<file path="config.mk">
export PLATFORM = sky130hd
export DESIGN_NAME = alu_sequencer
export DESIGN_NICKNAME = d
export VERILOG_FILES = /design/src/rtl/alu_sequencer_pkg.sv /design/src/rtl/alu_sequencer_fifo.sv /design/src/rtl/alu_sequencer.sv
export SDC_FILE = /design/constraint.sdc
export NUM_CORES = 1
export LEC_CHECK = 0
export CORE_MARGIN = 4
export CORE_UTILIZATION = 39
export DETAILED_ROUTE_END_ITERATION = 12
export PLACE_DENSITY = 0.69
export SLEW_MARGIN = 25
export SYNTH_ARGS = -nofsm -noshare
export SYNTH_HDL_FRONTEND = slang
export SYNTH_SLANG_ARGS = --single-unit
</file>
<file path="constraint.sdc">
create_clock -name CLK -period 2.15 [get_ports CLK]
set_input_delay 0.43 -clock CLK [delete_from_list [all_inputs] [get_ports CLK]]
set_output_delay 0.43 -clock CLK [all_outputs]
set_load 0.01 [all_outputs]
</file>
<file path="src/rtl/alu_sequencer_pkg.sv">
// Shared types for the ALU command sequencer: FSM state encoding and FIFO entry layout.
// Latency: n/a (types and constants only).
// Backpressure: n/a.
// Optional feature macro: ALU_SEQ_CHAIN_EN (the chain bit of seq_entry_t is only stored when defined).
package alu_sequencer_pkg;

   localparam int OPC_W = 4;
   localparam int DAT_W = 16;

   typedef enum logic [1:0] {
      ST_IDLE  = 2'd0,
      ST_ISSUE = 2'd1,
      ST_WAIT  = 2'd2,
      ST_RESP  = 2'd3
   } seq_state_t;

   typedef struct packed {
      logic [OPC_W-1:0] opcode;
      logic [DAT_W-1:0] a;
      logic [DAT_W-1:0] b;
      logic             chain;
   } seq_entry_t;

endpackage

</file>
<file path="src/rtl/alu_sequencer_fifo.sv">
// Command FIFO for the ALU sequencer: DEPTH entries of W bits, head visible combinationally.
// Latency: a push is visible at the head (and in empty_o) the cycle after it is written.
// Backpressure: full_o is derived from the registered count; the caller must not push when full.
// Ports: clk_i/rst_ni clock and async active-low reset, push_i/wdata_i write side,
//        pop_i/rdata_o read side, full_o/empty_o status.
module alu_seq_fifo
   import alu_sequencer_pkg::*;
#(
   parameter int DEPTH = 4,
   parameter int W     = 8
) (
   input  logic         clk_i,
   input  logic         rst_ni,
   input  logic         push_i,
   input  logic [W-1:0] wdata_i,
   input  logic         pop_i,
   output logic [W-1:0] rdata_o,
   output logic         full_o,
   output logic         empty_o
);

   localparam int AW = (DEPTH > 1) ? $clog2(DEPTH) : 1;
   localparam int CW = $clog2(DEPTH + 1);

   logic [W-1:0]  mem_q [DEPTH];
   logic [AW-1:0] wr_ptr_q;
   logic [AW-1:0] rd_ptr_q;
   logic [CW-1:0] count_q;

   // Storage needs no reset: entries are only read once the count says they were written.
   always_ff @(posedge clk_i) begin
      if (push_i) begin
         mem_q[wr_ptr_q] <= wdata_i;
      end
   end

   // DEPTH is a power of two, so pointer overflow is the modulo-DEPTH wrap.
   always_ff @(posedge clk_i or negedge rst_ni) begin
      if (!rst_ni) begin
         wr_ptr_q <= '0;
         rd_ptr_q <= '0;
         count_q  <= '0;
      end else begin
         if (push_i) wr_ptr_q <= wr_ptr_q + 1'b1;
         if (pop_i)  rd_ptr_q <= rd_ptr_q + 1'b1;
         case ({push_i, pop_i})
            2'b10:   count_q <= count_q + 1'b1;
            2'b01:   count_q <= count_q - 1'b1;
            default: count_q <= count_q;
         endcase
      end
   end

   assign rdata_o = mem_q[rd_ptr_q];
   assign full_o  = (count_q == CW'(DEPTH));
   assign empty_o = (count_q == '0);

endmodule

</file>
<file path="src/rtl/alu_sequencer.sv">
// ALU command sequencer: queues commands, issues each to an external ALU as a one-cycle Enable pulse,
// waits ALU_LAT cycles, then holds the captured result as a response until accepted.
// Latency: push to Rsp_Valid = ALU_LAT+2 cycles when idle; issue-to-issue spacing ALU_LAT+2 with Rsp_Ready high.
// Backpressure: Cmd_Ready = FIFO not full (registered count); Rsp_Valid held until Rsp_Ready.
// Optional feature macro: ALU_SEQ_CHAIN_EN -- Cmd_Chain=1 replaces A with the last accepted result.
// Ports: CLK/RST clock and async active-low reset; Cmd_* command input; Enable/Opcode/Data_A/Data_B
//        drive the ALU; Results/CF come back from it; Rsp_* response output; Busy activity flag.
module alu_sequencer
   import alu_sequencer_pkg::*;
#(
   parameter int DEPTH   = 4,
   parameter int ALU_LAT = 1
) (
   input  logic             CLK,
   input  logic             RST,
   input  logic             Cmd_Valid,
   output logic             Cmd_Ready,
   input  logic [OPC_W-1:0] Cmd_Opcode,
   input  logic [DAT_W-1:0] Cmd_A,
   input  logic [DAT_W-1:0] Cmd_B,
   input  logic             Cmd_Chain,
   output logic             Enable,
   output logic [OPC_W-1:0] Opcode,
   output logic [DAT_W-1:0] Data_A,
   output logic [DAT_W-1:0] Data_B,
   input  logic [DAT_W-1:0] Results,
   input  logic             CF,
   output logic             Rsp_Valid,
   input  logic             Rsp_Ready,
   output logic [DAT_W-1:0] Rsp_Result,
   output logic             Rsp_CF,
   output logic             Busy
);

`ifdef ALU_SEQ_CHAIN_EN
   localparam int FIFO_W = $bits(seq_entry_t);
`else
   localparam int FIFO_W = $bits(seq_entry_t) - 1;
`endif

   seq_state_t       state_q;
   logic [1:0]       wait_cnt_q;
   logic             enable_q;
   logic [OPC_W-1:0] opcode_q;
   logic [DAT_W-1:0] data_a_q;
   logic [DAT_W-1:0] data_b_q;
   logic             rsp_valid_q;
   logic [DAT_W-1:0] rsp_result_q;
   logic             rsp_cf_q;

   logic [FIFO_W-1:0] fifo_wdata;
   logic [FIFO_W-1:0] fifo_rdata;
   logic              fifo_full;
   logic              fifo_empty;
   logic              fifo_push;
   logic              fifo_pop;

   logic [OPC_W-1:0] head_op;
   logic [DAT_W-1:0] head_a;
   logic [DAT_W-1:0] head_b;
   logic [DAT_W-1:0] issue_a;
   logic             issue_go;

`ifdef ALU_SEQ_CHAIN_EN
   logic [DAT_W-1:0] chain_q;
   seq_entry_t       push_entry;
   seq_entry_t       head_entry;

   assign push_entry = '{opcode: Cmd_Opcode, a: Cmd_A, b: Cmd_B, chain: Cmd_Chain};
   assign fifo_wdata = push_entry;
   assign head_entry = seq_entry_t'(fifo_rdata);
   assign head_op    = head_entry.opcode;
   assign head_a     = head_entry.a;
   assign head_b     = head_entry.b;
   // Issuing straight out of RESP happens on the same edge that loads chain_q, so take the
   // response register directly in that case.
   assign issue_a    = !head_entry.chain ? head_a :
                       (state_q == ST_RESP) ? rsp_result_q : chain_q;
`else
   logic unused_chain;

   assign unused_chain = Cmd_Chain;
   assign fifo_wdata   = {Cmd_Opcode, Cmd_A, Cmd_B};
   assign {head_op, head_a, head_b} = fifo_rdata;
   assign issue_a      = head_a;
`endif

   assign Cmd_Ready = !fifo_full;
   assign fifo_push = Cmd_Valid && Cmd_Ready;
   assign fifo_pop  = (state_q == ST_ISSUE);

   alu_seq_fifo #(
      .DEPTH (DEPTH),
      .W     (FIFO_W)
   ) u_fifo (
      .clk_i   (CLK),
      .rst_ni  (RST),
      .push_i  (fifo_push),
      .wdata_i (fifo_wdata),
      .pop_i   (fifo_pop),
      .rdata_o (fifo_rdata),
      .full_o  (fifo_full),
      .empty_o (fifo_empty)
   );

   // Next edge enters ISSUE: from IDLE, or from RESP on the accepting edge.
   always_comb begin
      issue_go = 1'b0;
      if (!fifo_empty) begin
         issue_go = (state_q == ST_IDLE) || ((state_q == ST_RESP) && Rsp_Ready);
      end
   end

   always_ff @(posedge CLK or negedge RST) begin
      if (!RST) begin
         state_q      <= ST_IDLE;
         wait_cnt_q   <= '0;
         enable_q     <= 1'b0;
         opcode_q     <= '0;
         data_a_q     <= '0;
         data_b_q     <= '0;
         rsp_valid_q  <= 1'b0;
         rsp_result_q <= '0;
         rsp_cf_q     <= 1'b0;
`ifdef ALU_SEQ_CHAIN_EN
         chain_q      <= '0;
`endif
      end else begin
         enable_q <= 1'b0;
         case (state_q)
            ST_ISSUE: begin
               state_q    <= ST_WAIT;
               wait_cnt_q <= 2'(ALU_LAT - 1);
            end
            ST_WAIT: begin
               if (wait_cnt_q == 2'd0) begin
                  rsp_result_q <= Results;
                  rsp_cf_q     <= CF;
                  rsp_valid_q  <= 1'b1;
                  state_q      <= ST_RESP;
               end else begin
                  wait_cnt_q <= wait_cnt_q - 2'd1;
               end
            end
            ST_RESP: begin
               if (Rsp_Ready) begin
                  rsp_valid_q <= 1'b0;
                  state_q     <= ST_IDLE;
`ifdef ALU_SEQ_CHAIN_EN
                  chain_q     <= rsp_result_q;
`endif
               end
            end
            default: ;
         endcase
         // Overrides the IDLE/RESP next state above when there is work to launch.
         if (issue_go) begin
            state_q  <= ST_ISSUE;
            enable_q <= 1'b1;
            opcode_q <= head_op;
            data_a_q <= issue_a;
            data_b_q <= head_b;
         end
      end
   end

   assign Enable     = enable_q;
   assign Opcode     = opcode_q;
   assign Data_A     = data_a_q;
   assign Data_B     = data_b_q;
   assign Rsp_Valid  = rsp_valid_q;
   assign Rsp_Result = rsp_result_q;
   assign Rsp_CF     = rsp_cf_q;
   assign Busy       = !fifo_empty || (state_q != ST_IDLE);

endmodule

</file>
* After elaboration in Yosys (flattened, before gate mapping)
Memory sizes are Yosys's and may differ from the RTL's. A register that Yosys moved wholly into a read port is not among the register bits. Cells that the tools add are included. W data, S select, Z words.
Storage, ports and cells: flip-flop bits (word level) 30, memory bits (writable) 144, input bits 58, output and inout port bits 57, logic and storage cells 59, memories kept 1
Operators by class: $add $sub $neg 5, equal/unequal tests 11, multiplexer cells 14, reduce and logical (&&, ||, !) cells 19
Memories:
- u_fifo.mem_q | depth 4, width 36, read ports 1, clocked after Yosys merged registers in 1, wr ports 1, line alu_sequencer_fifo.sv:25 | logic [W-1:0] mem_q [DEPTH];
Operator list (number):
- $mux W2 | 4
- $reduce_bool A2 Y1 | 4
- $eq A2 B2 Y1 const B | 3
- $mux W1 | 6
- $ne A2 B2 Y1 const B | 3
- $ne A3 B3 Y1 const B | 2
- $pmux W2 S3 | 1
- $pmux W3 S2 | 1
- $reduce_and A3 Y1 | 2
- $add A2 B1 Y2 const B | 2
- $eq A2 B1 Y1 const B | 2
- $logic_not A2 Y1 | 2
- $pmux W2 S2 | 1
- $reduce_and A2 Y1 | 2
- $reduce_bool A4 Y1 | 1
- $add A3 B1 Y3 const B | 1
- $eq A3 B3 Y1 const B | 1
- $logic_not A1 Y1 | 3
- $logic_not A3 Y1 | 1
- $sub A3 B1 Y3 const B | 1
- $logic_and A1 B1 Y1 | 2
- $logic_or A1 B1 Y1 | 2
- $pmux W1 S2 | 1
- $sub A2 B1 Y2 const B | 1

* Longest topological paths before layout
Gate-level depths: netlist (run 1).
word-level depth 6, mapped depth 9, mapped depth without buffers 9

* By module
A second synthesis (run 1) with hierarchy kept.
Second synthesis, totals: cells, all modules 504, area total of the unflattened synthesis 8637.0 um2
By module, submodules not included:
- alu_seq_fifo | instances 1, cells an instance 224, area each 5609.1 um2, seq. area each 4499.3 um2
- alu_sequencer | instances 1, cells an instance 280, area each 3027.9 um2, seq. area each 1476.4 um2

* Worst setup path after synthesis (run 1)
No wires, ideal clock.
path kind reg2reg, from register u_fifo.count_q[0], to register u_fifo.count_q[2], library setup time 79 ps, arrival 2056 ps, required time 2071 ps, setup slack 15 ps, stages on the path, launching flop included 10, path buffers 0, period minus slack after synthesis 2135 ps, cells stage by stage dfrtp_1 > or3b_1 > and2_4 > inv_1 > ha_1 > inv_1 > fa_1 > xor2_1 > nor2_1 > xor2_1
Between the ends: longest elaborated chain between the ends 5, elaborated cells between the ends (all ways) 9, classes of those cells add/sub: 2; eq/ne: 3; mux: 1; reduce/logical: 3
Ends and longest elaborated chain:
- start: declaration | line alu_sequencer_fifo.sv:28 | logic [CW-1:0] count_q;
- start signal: assignment | line alu_sequencer_fifo.sv:47 | 2'b10: count_q <= count_q + 1'b1;
- start signal: assignment | line alu_sequencer_fifo.sv:48 | 2'b01: count_q <= count_q - 1'b1;
- start signal: assignment | line alu_sequencer_fifo.sv:49 | default: count_q <= count_q;
- $eq A3 B3 Y1 (*) | line alu_sequencer_fifo.sv:55 | assign full_o = (count_q == CW'(DEPTH));
- $logic_not A1 Y1 (*) | line alu_sequencer.sv:88 | assign Cmd_Ready = !fifo_full;
- net Cmd_Ready | line alu_sequencer.sv:17 | output logic Cmd_Ready,
- $logic_and A1 B1 Y1 (*) | line alu_sequencer.sv:89 | assign fifo_push = Cmd_Valid && Cmd_Ready;
- $eq A2 B1 Y1 or $eq A2 B2 Y1 (tied branches) | line alu_sequencer_fifo.sv:46 | case ({push_i, pop_i})
- $pmux W3 S2 or $reduce_bool A2 Y1 (tied branches)
Mark *: on every way through the listed nets, which the timed path passes. The rest lies on a longest branch. A chain may end at the register's enable or synchronous reset.

* Worst setup path in the final report (run 1)
from register u_fifo.count_q[1], to output port Cmd_Ready
Between the ends: longest elaborated chain between the ends 2
Ends and longest elaborated chain (line):
- $eq A3 B3 Y1 | alu_sequencer_fifo.sv:55
- $logic_not A1 Y1 | alu_sequencer.sv:88
- end: declaration | alu_sequencer.sv:17
Every way passes these cells.

==> impl_results.md, run 1 <==
- Cells after synthesis: 367
- Worst setup SP type: flip-flop
- CTS Buf Count: 23
- Yosys warnings: 0
- Static leakage: about 3.8 nW
- Fin util: 51.5%
- Routed Antenna Nets: 0
- Clk_skew: 0.0149 ns
- Gr usage total: between 10% and 20%
- Slew @ Worst Pin: 0.590 ns
- Final Power: around 15 mW
- Post-synthesis sequential area ratio: 74.6%
- Vias: around 3900
- CTS tree: done
- PwrDens: about 1500 nW/um^2
- Cell Rows: 52
- Hold WC Path Type: primary input to async pin
- CP Max Fanout: 5
- Max_slew headroom: between 60% and 70%
- Final setup viols: 0
- DP Wirelength: 9510 um
- Crit-path slowest cell: dfrtp_1
- Die ar.: 22900 um^2
- CTS Buffer Depth: 3
- Largest net degree at the start of global routing: 43
- Fin crit period: approximately 2.1 ns
- Seq cells post-synth: 210
- Vias per cell: between 4 and 5
- I/O pin count: 115
- CTS clk-pin slew, worst paths: 0.06 ns
- Post-route clock period utilization: 98.2%
- Netlist cell types: 31
- Mean Syn Cell Area: 21.8 um^2
- Vias in the first global route: 4285
- GP Congestion: 0.701
- Die Y-Extent: around 150 um
- Starting DRT DRC Count: 145
- H-tree Lvls: 1
- CTS Root Cell: clkbuf_16
- # nets final: 582
- Max-cap violations: 0
- Max-slew violation count: 0
- Post-Route WL: 15400 um
- Routed len/inst: 19.2 um
- Chip Width: 151 um
- Synth area leaders: edfxtp_1, dfrtp_1, mux4_2
- Gr ovfl total: 0
- Router iterations before antenna repair: 4
- Area growth from synthesis to layout: 30.1%
- Worst endpoint required time: roughly 1.7 ns
- Global-route wire length before repair: 23700 um
- Drt drc: 0
- Worst skew pair latency: 0.50 ns
- Sink Count: 210
- Total setup buffers inserted after CTS: 0
- # diodes: 0
- Status: completed
- Highest attainable clock frequency: 474 MHz
- Peak VDD IR: about 0.95 mV
- Area leader, netlist: edfxtp_1
- Initial Utilization: 39.6%
- Final Hold Fails: 0
- Crit path DAT: 1.68 ns
- Worst Setup Path Type: flip-flop to output port
- Critical Path End Type: output port
- Initial antenna violation count: 1
- Unrepaired setup endpoints after global routing: true
- Final non-filler cell area: 10400 um^2
- Quantity of I/O buffers inserted on ports: 113
- FILL cells: 1603
- Crit-path cells: or3b_1 > buf_4 > clkdlybuf4s15_2
- Synthesized area: 8010 um^2
- CP max stage delay: 0.40 ns
- Tightest hold margin: around 0.47 ns
- DP Area: 9680 um^2
- Area of the core: 20200 um^2
- Share of the synthesized area in the top cell type: 54.0%
- Net Count, Synth: ~430
- Share of post-route cells with drive strength above 1: a little over a quarter
[placed cells by master, fill, tap and decap left out, drive strengths merged, types with 2 or more instances in the layout]
master         netlist  routed
mux2                54      54
clkinvlp             0       2
mux4                36      36
clkdlybuf4s50        0     110
inv                  8       9
bufinv               0       2
clkbuf               3      31
o21ai                3       3
edfxtp             144     144
xor2                 3       3
nor2                 5       5
nand2                7       7
buf                 11      26
xnor2                3       3
clkinv               0       6
dfrtp               66      66
and3                 5       5
ha                   6       6
mux2i                3       3
[sequential cells by signal (all words and copies together) (netlist names), 2 cells and up]
| register | cells |
|---|---|
| u_fifo.mem_q | 144 |
| Data_B | 16 |
| Rsp_Result | 16 |
| state_q | 2 |
| u_fifo.rd_ptr_q | 2 |
| wait_cnt_q | 2 |
| u_fifo.count_q | 3 |
| Opcode | 4 |
| u_fifo.wr_ptr_q | 2 |
| Data_A | 16 |
[worst paths after layout]
check	start	endpoint	slack (ns)	cells past startpoint
max in group asynchronous	RST	Opcode[2]$_DFFE_PN0P_	1.08	3
max reg2reg	u_fifo.count_q[1]$_DFFE_PN0P_	u_fifo.count_q[2]$_DFFE_PN0P_	0.06	9
min in group CLK	Rsp_Result[13]$_DFFE_PN0P_	Rsp_Result[13]$_DFFE_PN0P_	0.49	1
min reg2reg	Rsp_Result[13]$_DFFE_PN0P_	Rsp_Result[13]$_DFFE_PN0P_	0.49	1
max	u_fifo.count_q[1]$_DFFE_PN0P_	Cmd_Ready	0.04	3
min	RST	Rsp_Result[11]$_DFFE_PN0P_	0.47	2
[cell usage after synthesis]
cell / n
o21a_1: 1
nor3_2: 1
ha_1: 6
o21ba_1: 1
dfrtp_1: 66
mux4_1: 1
mux2_2: 9
a21oi_1: 1
mux2_4: 29
clkbuf_1: 3
xnor2_1: 3
buf_8: 1
or3b_1: 1
nor2_1: 5
fa_1: 1
o221ai_1: 1
mux2_1: 16
inv_1: 8
nand2_1: 7
and3_1: 5
buf_6: 7
mux2i_1: 3
mux4_2: 35
o21ai_0: 3
edfxtp_1: 144
nand3b_2: 1
buf_2: 2
xor2_1: 3
nor2b_1: 1
buf_4: 1
and2_4: 1
[report_power, final]
part	total (mW)	switching, mW	internal, mW
clock	3.76	1.51	2.25
sequential	6.20	0.605	5.59
combinational	5.37	2.13	3.25
total	15.3	4.24	11.1
[what timing repair did]
action / 4_1_cts / 5_1_grt
endpoints found under the hold margin: 39 / 0
endpoints found under the setup margin: 2 / 3
pin swaps: 1 / 0
cloned: 0 / 0
hold buffers: 1 / 0
resized for setup: 5 / 0
[per-stage QoR]
| stage | worst slack (ns) | cells | TNS, ns |
|---|---|---|---|
| 6_report | 0.0388 | 804 | 0 |
| 5_1_grt | -0.0554 | 804 | -0.130 |
| 4_1_cts | 0.00395 | 804 | 0 |
| 3_5_place_dp | -0.00210 | 761 | -0.00210 |
| 3_3_place_gp | 0.0234 | 761 | 0 |
| 2_1_floorplan | 0.0150 | 367 | 0 |
[worst max-delay path, delay by kind of cell, from the launching register on]
| kind | cells | cell delay [ns] |
|---|---|---|
| simple gates | 1 | 0.38 |
| buf+inv | 2 | 0.40 |
| flops | 1 | 0.40 |
[area by class of cell]
| type | count | area, um^2 | area share, % |
|---|---|---|---|
| sequential | 210 | 5980 | 57.4 |
| multi-input combinational | 135 | 1890 | 18.2 |
| timing repair buffer | 139 | 1450 | 13.9 |
| clock buffer | 31 | 616 | 5.91 |
| tap | 270 | 338 | 3.24 |
| clock inverter | 11 | 109 | 1.05 |
| inverter | 8 | 30.0 | 0.288 |
[metal layers]
layer	track usage (%)	up-vias	part of all wire [%]
li1	-	1743	-
met1	17.4	1970	42
met3	3.77	32	6.5
met2	22.7	125	49
met5	0	-	0.084
met4	3.45	2	1.9
[logic make-up after synthesis]
| logic type | count (synthesis) | synth area share [%] |
|---|---|---|
| AND/OR/NAND/NOR | 22 | 1.52 |
| flip-flops | 210 | 74.6 |
| buffers and inverters | 22 | 1.91 |
| multiplexers | 93 | 19.5 |
| AO/OA/AOI/OAI | 7 | 0.578 |
| adder cells (fa/ha/maj) | 7 | 1.19 |
| XOR/XNOR | 6 | 0.657 |
(Power assumes the default switching activity.)
==> inputs of run 2 (changes only) <==
--- a/config.mk
+++ b/config.mk
@@ -13,3 +13,4 @@
 export SYNTH_ARGS = -nofsm -noshare
 export SYNTH_HDL_FRONTEND = slang
 export SYNTH_SLANG_ARGS = --single-unit
+export TNS_END_PERCENT = 30
==> run 2 against run 1 <==
Sequential share of layout area unchanged; design area unchanged; cell count unchanged; clock skew barely moved; critical endpoint unchanged.
==> impl_results.md, run 2 (synthesis gave the netlist of run 1 again) <==
- Tightest hold margin: 0.467 ns (+0.0000620 ns)
- CTS Buf Count: 23 (unchanged)
- Commonest non-fill, non-tap cell in the layout: edfxtp_1
- Share of post-route cells with drive strength above 1: 26.6% (unchanged)
- Die Y-Extent: 151 um (unchanged)
- Unrepaired setup endpoints after global routing: true
- Quantity of I/O buffers inserted on ports: 113 (unchanged)
- GP Congestion: 0.701 (unchanged)
- WL met1: 6530 um (unchanged)
- Post-route clock period utilization: 98.2% (about the same)
- Worst endpoint required time: 1.72 ns (about the same)
- Top Metal Used: met5
- Comb pwr share: 35.0% (about the same)
- Initial Utilization: 39.6% (unchanged)
- Area growth from synthesis to layout: 30.1% (unchanged)
- Routed Antenna Nets: 0 (unchanged)
- Area of the core: 20200 um^2 (unchanged)
- CP max stage delay: 0.40 ns (about the same)
- Met2 wire len: 7580 um (unchanged)
- CP Max Fanout: 5 (unchanged)
- DP Area: 9680 um^2 (unchanged)
- Global-route wire length before repair: 23700 um (unchanged)
- Gr usage total: 13.5% (unchanged)
- Status: completed
- FILL cells: 1603 (unchanged)
- CTS Root Cell: clkbuf_16
- CTS Buffer Depth: 3 (unchanged)
- Final non-filler cell area: 10400 um^2 (unchanged)
- Fin crit period: 2.11 ns (-0.0000602 ns)
- Vias per cell: 4.82 (about the same)
- # nets final: 582 (unchanged)
- Sink Count: 210 (unchanged)
- Gr ovfl total: 0 (unchanged)
- H-tree Lvls: 1 (unchanged)
- Reg power frac: 40.4% (about the same)
- Crit-path slowest cell: dfrtp_1
- Flip-flop count of the largest register after layout: 144 (unchanged)
- Final Hold Fails: 0 (unchanged)
- Initial antenna violation count: 1 (unchanged)
- Slew @ Worst Pin: 0.590 ns (unchanged)
- Starting DRT DRC Count: 127 (-12%)
- Router iterations before antenna repair: 4 (unchanged)
- Cell Rows: 52 (unchanged)
- Internal: 11.1 mW (unchanged)
- CTS tree: done
- Clk_skew: 0.0148 ns (-0.0000606 ns)
- Routed len/inst: 19.2 um (about the same)
- # diodes: 0 (unchanged)
- Vias: 3873 (+0.026%)
- Crit-path cells: or3b_1 > buf_4 > clkdlybuf4s15_2
- Clock power frac: 24.5% (about the same)
- Vias in the first global route: 4285 (unchanged)
- Static leakage: 3.80 nW (unchanged)
- Max-cap violations: 0 (unchanged)
- Critical Path End Type: output port
- Switching Fraction: 27.7% (about the same)
- Worst setup SP type: flip-flop
- I/O pin count: 115 (unchanged)
- Chip Width: 151 um (unchanged)
- Most frequent cells in the layout: edfxtp_1, clkdlybuf4s50_1, dfrtp_1
- Drt drc: 0 (unchanged)
- Switch Pwr: 4.24 mW (about the same)
- Largest reg by FF count: u_fifo.mem_q
- Worst skew pair latency: 0.50 ns (about the same)
- DP Wirelength: 9510 um (unchanged)
- PwrDens: 1470 nW/um^2 (about the same)
- Max_slew headroom: 60.7% (unchanged)
- Highest attainable clock frequency: 474 MHz (about the same)
- Peak VDD IR: 0.947 mV (about the same)
- Largest net degree at the start of global routing: 43 (unchanged)
- Die ar.: 22900 um^2 (unchanged)
- Worst Setup Path Type: flip-flop to output port
- Final setup viols: 0 (unchanged)
- Setup TNS: 0 ns (unchanged)
- Post-Route WL: 15400 um (about the same)
- CTS clk-pin slew, worst paths: 0.06 ns (about the same)
- Metal3 WL: 1010 um (unchanged)
- Crit path DAT: 1.68 ns (about the same)
- Max-slew violation count: 0 (unchanged)
- Hold WC Path Type: primary input to async pin
## run 2: cell counts in the layout (fill, tap and decap cells not counted)
No cell type changed its count.
## run 2: layout make-up
cell class | instances | area (um^2) | area share [%]
clock buffers | 31 | 616 | 5.91
clock inverters | 11 | 109 | 1.05
inverters | 8 | 30.0 | 0.288
multi-input cells | 135 | 1890 | 18.2
flip-flops and latches | 210 | 5980 | 57.4
well taps | 270 | 338 | 3.24
repair buffers | 139 | 1450 | 13.9
## run 2: per-layer routing
metal,vias to the layer above,track usage (%)
li1,1743,-
met1,1971,17.4
met2,125,22.7
met3,32,3.77
met4,2,3.45
met5,-,0
## run 2: timing repair
item	in CTS	in global routing
endpoints found under the setup margin	2	3
pin swaps	1	0
gates resized for setup	5	0
hold endpoints to repair	39	0
gates cloned	0	0
buffers inserted	0	0
hold buffers	1	0
## run 2: power by group through the flow
stage | logic (mW) | registers, mW | clock network, mW
3_5_place_dp | 5.50 | 6.28 | 0
5_1_grt | 5.80 | 6.32 | 4.05
3_3_place_gp | 5.37 | 6.22 | 0
2_1_floorplan | 3.08 | 6.31 | 0
4_1_cts | 5.51 | 6.22 | 3.88
6_report | 5.37 | 6.20 | 3.76
## run 2: path summary, 6_finish.rpt
check / from / to / slack (ns) / cells after the start
max: u_fifo.count_q[1]$_DFFE_PN0P_ / Cmd_Ready / 0.04 / 3
min: RST / Rsp_Result[11]$_DFFE_PN0P_ / 0.47 / 2
max reg2reg: u_fifo.count_q[1]$_DFFE_PN0P_ / u_fifo.count_q[2]$_DFFE_PN0P_ / 0.06 / 9
min reg2reg: Rsp_Result[13]$_DFFE_PN0P_ / Rsp_Result[13]$_DFFE_PN0P_ / 0.49 / 1
max in group asynchronous: RST / Opcode[2]$_DFFE_PN0P_ / 1.08 / 3
min in group CLK: Rsp_Result[13]$_DFFE_PN0P_ / Rsp_Result[13]$_DFFE_PN0P_ / 0.49 / 1
## run 2: stage by stage
stage	utilization [%]	setup WS (ns)	total power, mW	std cells
floorplan	-	0.0150	9.39	367
global placement	47.8	0.0234	11.6	761
detailed placement	47.8	-0.00210	11.8	761
CTS	51.5	0.00395	15.6	804
global route	51.5	-0.0554	16.2	804
finish	51.5	0.0388	15.3	804
## run 2: critical path: cells and delay by family, from the launching register on
family | cells | cell delay (ns)
buf+inv | 2 | 0.40
simple gates | 1 | 0.38
flops | 1 | 0.40
